**src/rtl/apb_master_pkg.sv**
```systemverilog
// apb_master_pkg: shared FSM state type and timer register map for the APB command master.
package apb_master_pkg;
  typedef enum logic [1:0] {IDLE, SETUP, ACCESS, RESP} apb_mst_state_e;
  localparam logic [7:0] TCR  = 8'h00;
  localparam logic [7:0] TSR  = 8'h01;
  localparam logic [7:0] TDR  = 8'h02;
  localparam logic [7:0] TCNT = 8'h03;
endpackage

```
**src/rtl/apb_wait_timer.sv**
```systemverilog
// apb_wait_timer: saturating ACCESS-cycle counter that flags the last allowed wait cycle.
module apb_wait_timer #(
  parameter int TIMEOUT = 16
) (
  input  logic pclk,
  input  logic presetn,
  input  logic clr,
  input  logic en,
  output logic expired
);
  localparam int CW = TIMEOUT > 0 ? $clog2(TIMEOUT + 1) : 1;
  localparam logic [CW-1:0] LAST = CW'(TIMEOUT > 0 ? TIMEOUT - 1 : 0);
  localparam logic [CW-1:0] MAX  = CW'(TIMEOUT);
  logic [CW-1:0] cnt;
  always_ff @(posedge pclk)
    if (!presetn || clr) cnt <= '0;
    else if (en && cnt != MAX) cnt <= cnt + 1'b1;
  // TIMEOUT of 0 means wait forever, so never expire
  assign expired = (TIMEOUT != 0) && en && cnt == LAST;
endmodule

```
**src/rtl/apb_cmd_master.sv**
```systemverilog
// apb_cmd_master: turns valid/ready register commands into APB transfers with a timed-out response channel.
module apb_cmd_master
  import apb_master_pkg::*;
#(
  parameter int ADDR_W  = 8,
  parameter int DATA_W  = 8,
  parameter int TIMEOUT = 16
) (
  input  logic              pclk,
  input  logic              presetn,
  input  logic              cmd_valid,
  output logic              cmd_ready,
  input  logic              cmd_write,
  input  logic [ADDR_W-1:0] cmd_addr,
  input  logic [DATA_W-1:0] cmd_wdata,
  output logic              rsp_valid,
  input  logic              rsp_ready,
  output logic [DATA_W-1:0] rsp_rdata,
  output logic              rsp_err,
  output logic              psel,
  output logic              penable,
  output logic              pwrite,
  output logic [ADDR_W-1:0] paddr,
  output logic [DATA_W-1:0] pwdata,
  input  logic [DATA_W-1:0] prdata,
  input  logic              pready
);
  apb_mst_state_e state, nxt;
  logic accept, expired, done;
  // gated by presetn so every output reads 0 while reset is held
  assign cmd_ready = presetn & (state == IDLE | (state == RESP & rsp_ready));
  assign accept    = cmd_valid & cmd_ready;
  assign psel      = state == SETUP | state == ACCESS;
  assign penable   = state == ACCESS;
  assign rsp_valid = state == RESP;
  assign done      = state == ACCESS & (pready | expired);
  apb_wait_timer #(.TIMEOUT(TIMEOUT)) u_timer (
    .pclk    (pclk),
    .presetn (presetn),
    .clr     (accept),
    .en      (state == ACCESS),
    .expired (expired)
  );
  always_ff @(posedge pclk)
    state <= presetn ? nxt : IDLE;
  always_comb begin
    nxt = state;
    case (state)
      IDLE:    nxt = accept ? SETUP : IDLE;
      SETUP:   nxt = ACCESS;
      ACCESS:  nxt = done ? RESP : ACCESS;
      RESP:    nxt = accept ? SETUP : rsp_ready ? IDLE : RESP;
      default: nxt = IDLE;
    endcase
  end
  always_ff @(posedge pclk) begin
    if (!presetn) begin
      pwrite    <= 1'b0;
      paddr     <= '0;
      pwdata    <= '0;
      rsp_rdata <= '0;
      rsp_err   <= 1'b0;
    end else begin
      if (accept) begin
        pwrite <= cmd_write;
        paddr  <= cmd_addr;
        pwdata <= cmd_wdata;
      end
      // pready takes priority over a timeout landing in the same cycle
      if (done) begin
        rsp_rdata <= (pready && !pwrite) ? prdata : '0;
        rsp_err   <= !pready;
      end
    end
  end
endmodule

```
**config.mk**
```make
export PLATFORM = sky130hd
export DESIGN_NAME = apb_cmd_master
export DESIGN_NICKNAME = d
export VERILOG_FILES = /design/src/rtl/apb_master_pkg.sv /design/src/rtl/apb_wait_timer.sv /design/src/rtl/apb_cmd_master.sv
export SDC_FILE = /design/constraint.sdc
export NUM_CORES = 1
export LEC_CHECK = 0
export ABC_AREA = 1
export CAP_MARGIN = 30
export CORE_ASPECT_RATIO = 0.7
export CORE_MARGIN = 4
export CORE_UTILIZATION = 40
export DETAILED_ROUTE_END_ITERATION = 10
export GPL_TIMING_DRIVEN = 1
export PLACE_DENSITY = 0.75
export REMOVE_ABC_BUFFERS = 1
export SETUP_SLACK_MARGIN = 0.1
export SYNTH_ARGS = -nofsm -noshare
export SYNTH_HDL_FRONTEND = slang
export SYNTH_HIERARCHICAL = 1
export SYNTH_SLANG_ARGS = --single-unit
```
**constraint.sdc**
```tcl
create_clock -name pclk -period 3.56 [get_ports pclk]
set_input_delay 0.712 -clock pclk [delete_from_list [all_inputs] [get_ports pclk]]
set_output_delay 0.712 -clock pclk [all_outputs]
set_load 0.05 [all_outputs]
```
Word level (Yosys, flattened, before mapping) --
Index checks and enable logic that the tools add are counted.
Operators by class: $add $sub $neg 1, eq/ne operators 5, mux-type cells 6, bitwise logic cells 7, reduce and logical (&&, ||, !) cells 8
Operator list (number):
- $mux 8 | 1
- $pmux 2 s4 | 1
- $add 5x1->5 const B | 1
- $eq 5x4->1 const B | 1
- $ne 5x5->1 const B | 1
- $and 1x1->1 | 4
- $eq 2x2->1 const B | 2
- $mux 2 | 2
- $logic_and 1x1->1 | 3
- $logic_not 1->1 | 3
- $or 1x1->1 | 3
- $eq 2x1->1 const B | 1
- $logic_not 2->1 | 1
- $mux 1 | 2
- $logic_or 1x1->1 | 1
Storage, ports and cells: register bits after elaboration 33, input port bits 30, output and inout bits 30, logic and storage cells 34

Logic depth before layout (Yosys ltp) --
word-level depth 7, gate-level depth with buffers 11, mapped depth without buffers 10

By module --
Netlist, hierarchy kept.
Modules (own cells, without submodules):
- apb_cmd_master | times used 1, cells an instance 142, area each 1138.6 um2, seq. area each 560.5 um2
- apb_wait_timer | times used 1, cells an instance 49, area each 317.8 um2, seq. area each 100.1 um2

Worst setup path before layout --
OpenSTA, ideal clock, no wires.
path type register to output, from reg state[1], to out cmd_ready, arrival 1.463 ns, required time 2.848 ns, path slack 1.385 ns, stages on the path, launching flop included 6, buffers on the path 0, cell sequence dfxtp_1 -> ha_1 -> nand2_1 -> nand2_2 -> nand2_1 -> inv_1
Between the ends: word-level cells in the longest chain between the ends 4, elaborated cells between the ends (all ways) 5
Ends and longest elaborated chain:
- start, declared | line apb_cmd_master.sv:28 | apb_mst_state_e state, nxt;
- start signal, assigned | line apb_cmd_master.sv:45 | state <= presetn ? nxt : IDLE;
- $eq 2x2->1
- net rsp_valid | line apb_cmd_master.sv:16 | output logic rsp_valid,
- $and 1x1->1 | line apb_cmd_master.sv:31 | assign cmd_ready = presetn & (state == IDLE | (state == RESP & rsp_ready));
- $or 1x1->1 | line apb_cmd_master.sv:31
- $and 1x1->1 | line apb_cmd_master.sv:31
- end, declared | line apb_cmd_master.sv:12 | output logic cmd_ready,
The timed path passes the listed nets, and every way through them passes these cells.

Final worst setup path --
from reg state[0], to out penable
Between the ends: word-level cells in the longest chain between the ends 1
Ends and longest elaborated chain:
- $eq 2x2->1 | line apb_cmd_master.sv:34 | assign penable = state == ACCESS;
- end, declared | line apb_cmd_master.sv:21 | output logic penable,
No other way between the ends.

==> run_results.csv <==
group,metric,value,unit
setup_path,worst_setup_path_start_kind,"flop",
synthesis,synthesized_area_divided_by_synthesized_cell_count,7.63,µm²
cells_and_area,num_antenna_cells,0,
cells_and_area,drive_above_1_share,0.0717,
power,leakage,0.966,nW
setup_path,critical_path.slowest_cell,"sky130_fd_sc_hd__clkdlybuf4s50_1",
die,design.die.area,4690,µm²
clock_tree,cts.clk_slew.worst_paths,0.06,ns
synthesis,synth.yosys.warnings,6,
sta,final-max-slew-violation-count,0,
route,avgRoutedWirePerCell,11.3,µm
synthesis,synth-adder-area-share,0.0601,
cells_and_area,layout-area-overhead-vs-synth,50.3,%
synthesis,netlist_area,1460,µm²
place,detailedPlace.worstSlack,1.09,ns
clock_tree,cts.repair_timing.setup_buffer_count,0,
place,io_buffer_count,59,
synthesis,yosys.area_share.xor_xnor,0,
route,post_drt_via_cell_ratio,4.54,
place,finalWeightedCongestion,0.818,
setup_path,worst_setup_path_end_kind,"output port",
synthesis,synth_top_family_by_area,"simple AND/OR/NAND/NOR gates",
setup_path,critical_path.max_fanout,13,
grt,global_route_wire_length_before_repair,5660,µm
clock_tree,clk_path_buf_depth,2,
synthesis,synth.lib_cells_used.distinct,25,
sta,fmax,361,MHz
route,postRouteWirelength,3410,µm
power,cellPowerDensity,450,nW/µm²
sta,setup_tns,0,ns
sta,rsz0062_at_grt,"no",
die,die-width,80.1,µm
clock_tree,cts_htree_levels,2,
clock_tree,cts_tree,"yes",
setup_path,timing.critical_path.cells,"inv_1, ha_1, clkdlybuf4s50_1",
die,io-pin-count,60,
grt,largest_net_degree_at_the_start_of_global_routing,27,
sta,report.final.setup_viol,0,
die,initial_utilization,0.415,
route,detailroute.via_count,1368,
sta,min_period_over_period,0.778,
synthesis,synth_compound_area_frac,0.0893,
grt,grt_antenna_before_repair,0,
place,dpl.hpwl,2570,µm
cells_and_area,mostFrequentLayoutCells,"sky130_fd_sc_hd__clkdlybuf4s50_1, sky130_fd_sc_hd__nand2_1, sky130_fd_sc_hd__dfxtp_1",
route,drt.antenna.violating_nets,0,
synthesis,synth_sequential_area_ratio,0.454,
min_path,class_of_the_tightest_hold_or_removal_check,"reg -> reg",
die,core.rowCount,18,
setup_path,timing.setup.critical_path_class,"reg -> out",
sta,finalClockSkew,0.00396,ns
route,drt-pass1-iter-count,4,
sta,fin_crit,2.77,ns
die,die_height,58.5,µm
route,post-route-drc-count,0,
clock_tree,postCtsHoldBufs,0,
grt,number_of_global_route_vias_before_repair,1263,
cells_and_area,final_cell_area,2190,µm²
sta,hold_violations,0,
synthesis,synthCells,191,
job,max-cap-violations,0,
setup_path,worst_path_max_stage_delay,0.89,ns
clock_tree,tritoncts.num_buffers,5,
clock_tree,clk_root_buffer_cell,"sky130_fd_sc_hd__clkbuf_8",
die,core_region_area,3510,µm²
sta,timing.final.ws_setup,0.790,ns
grt,grtUsageTotal,0.156,
outcome,status,"completed",
setup_path,worstPathRequired,2.85,ns
power,irDropWorstVdd,326,µV
place,place_area,2070,µm²
synthesis,yosys.area_share.simple,0.301,
setup_path,cp_data_arrival_time,2.06,ns
sta,timing.slew.headroom,0.644,
clock_tree,cts.sink_count,33,
grt,globalRouteOverflowTotal,0,
sta,timing_worst_slew_pin_value,0.532,ns
synthesis,synth-seq-cells,33,
clock_tree,cts_resized,0,
clock_tree,clkLatencyLatePin,0.27,ns
cells_and_area,most_frequent_standard_cell_in_the_layout_excluding_fill_and_tap_cells,"sky130_fd_sc_hd__clkdlybuf4s50_1",
synthesis,muxShareOfSynthArea,0,
cells_and_area,layout.nets,287,
route,drt_iter0_drc,38,
-- stage by stage --
step / hold WS [ns] / cells / util / total power (W)
after floorplan: 0.467 / 183 / - / 0.000540
after global placement: 0.451 / 293 / 0.590 / 0.000638
after detailed placement: 0.459 / 293 / 0.590 / 0.000639
after CTS: 0.466 / 301 / 0.623 / 0.000999
after global routing: 0.484 / 301 / 0.623 / 0.00103
final: 0.463 / 301 / 0.623 / 0.000985
-- sequential cells by signal, summed over array words and instances, names as in the netlist --
name,cells
u_timer/cnt,5
paddr,8
pwrite,1
rsp_rdata,8
pwdata,8
rsp_err,1
state,2
-- path summary, 6_finish.rpt --
check	end	cells past startpoint	slack, ns	from
setup reg to reg	rsp_rdata[3]$_SDFFE_PN0P_	10	1.79	u_timer/cnt[0]$_SDFFE_PP0P_
hold reg to reg	paddr[6]$_SDFFE_PN0P_	2	0.46	paddr[6]$_SDFFE_PN0P_
hold / removal	paddr[6]$_SDFFE_PN0P_	2	0.46	paddr[6]$_SDFFE_PN0P_
setup / recovery	penable	3	0.79	state[0]$_SDFF_PN0_
-- per-layer routing --
layer	track usage	vias to the layer above	share of wire
li1	-	732	-
met3	0.0596	5	0.071
met4	0.0651	0	0.014
met1	0.199	595	0.48
met5	0	-	0
met2	0.236	36	0.44
-- power by group --
part / internal [W] / switching (W) / total (W) / leakage [nW]
sequential: 0.000392 / 0.0000123 / 0.000404 / 0.270
combinational: 0.0000871 / 0.000138 / 0.000226 / 0.638
clock: 0.000228 / 0.000127 / 0.000355 / 0.0585
total: 0.000707 / 0.000278 / 0.000985 / 0.966
-- cell type report --
cell class	count	area, µm²
well taps	50	62.6
clock buffers	7	86.3
fillers	328	1330
repair buffers	60	608
multi-input cells	128	656
clock inverters	1	30.0
flip-flops and latches	33	661
inverters	22	85.1
-- synthesized netlist by cell type, drive strengths merged --
cell type  number  area share
nand3          32        0.12
nand4           2      0.0086
dfxtp          33        0.45
ha              7       0.060
buf             6       0.033
o211a           1      0.0069
clkbuf          2      0.0052
nor3            1      0.0034
o211ai          1      0.0052
o21ai           9       0.031
inv            22       0.058
a21oi          12       0.041
a21boi          1      0.0052
nor2            5       0.015
nand2          57        0.16
-- logic make-up (layout without fill, tap and decap cells) --
group | after synthesis | in the layout
fa+ha+maj | 7 | 7
buf+inv | 30 | 90
flops | 33 | 33
simple gates | 97 | 97
compound gates | 24 | 24
-- worst max-delay path, delay by kind of cell, from the launching register on --
| family | cells | cell delay (ns) |
|---|---|---|
| buf+inv | 2 | 1.00 |
| flops | 1 | 0.32 |
| fa+ha+maj | 1 | 0.46 |
No activity file was read; power rests on OpenSTA's default activity.
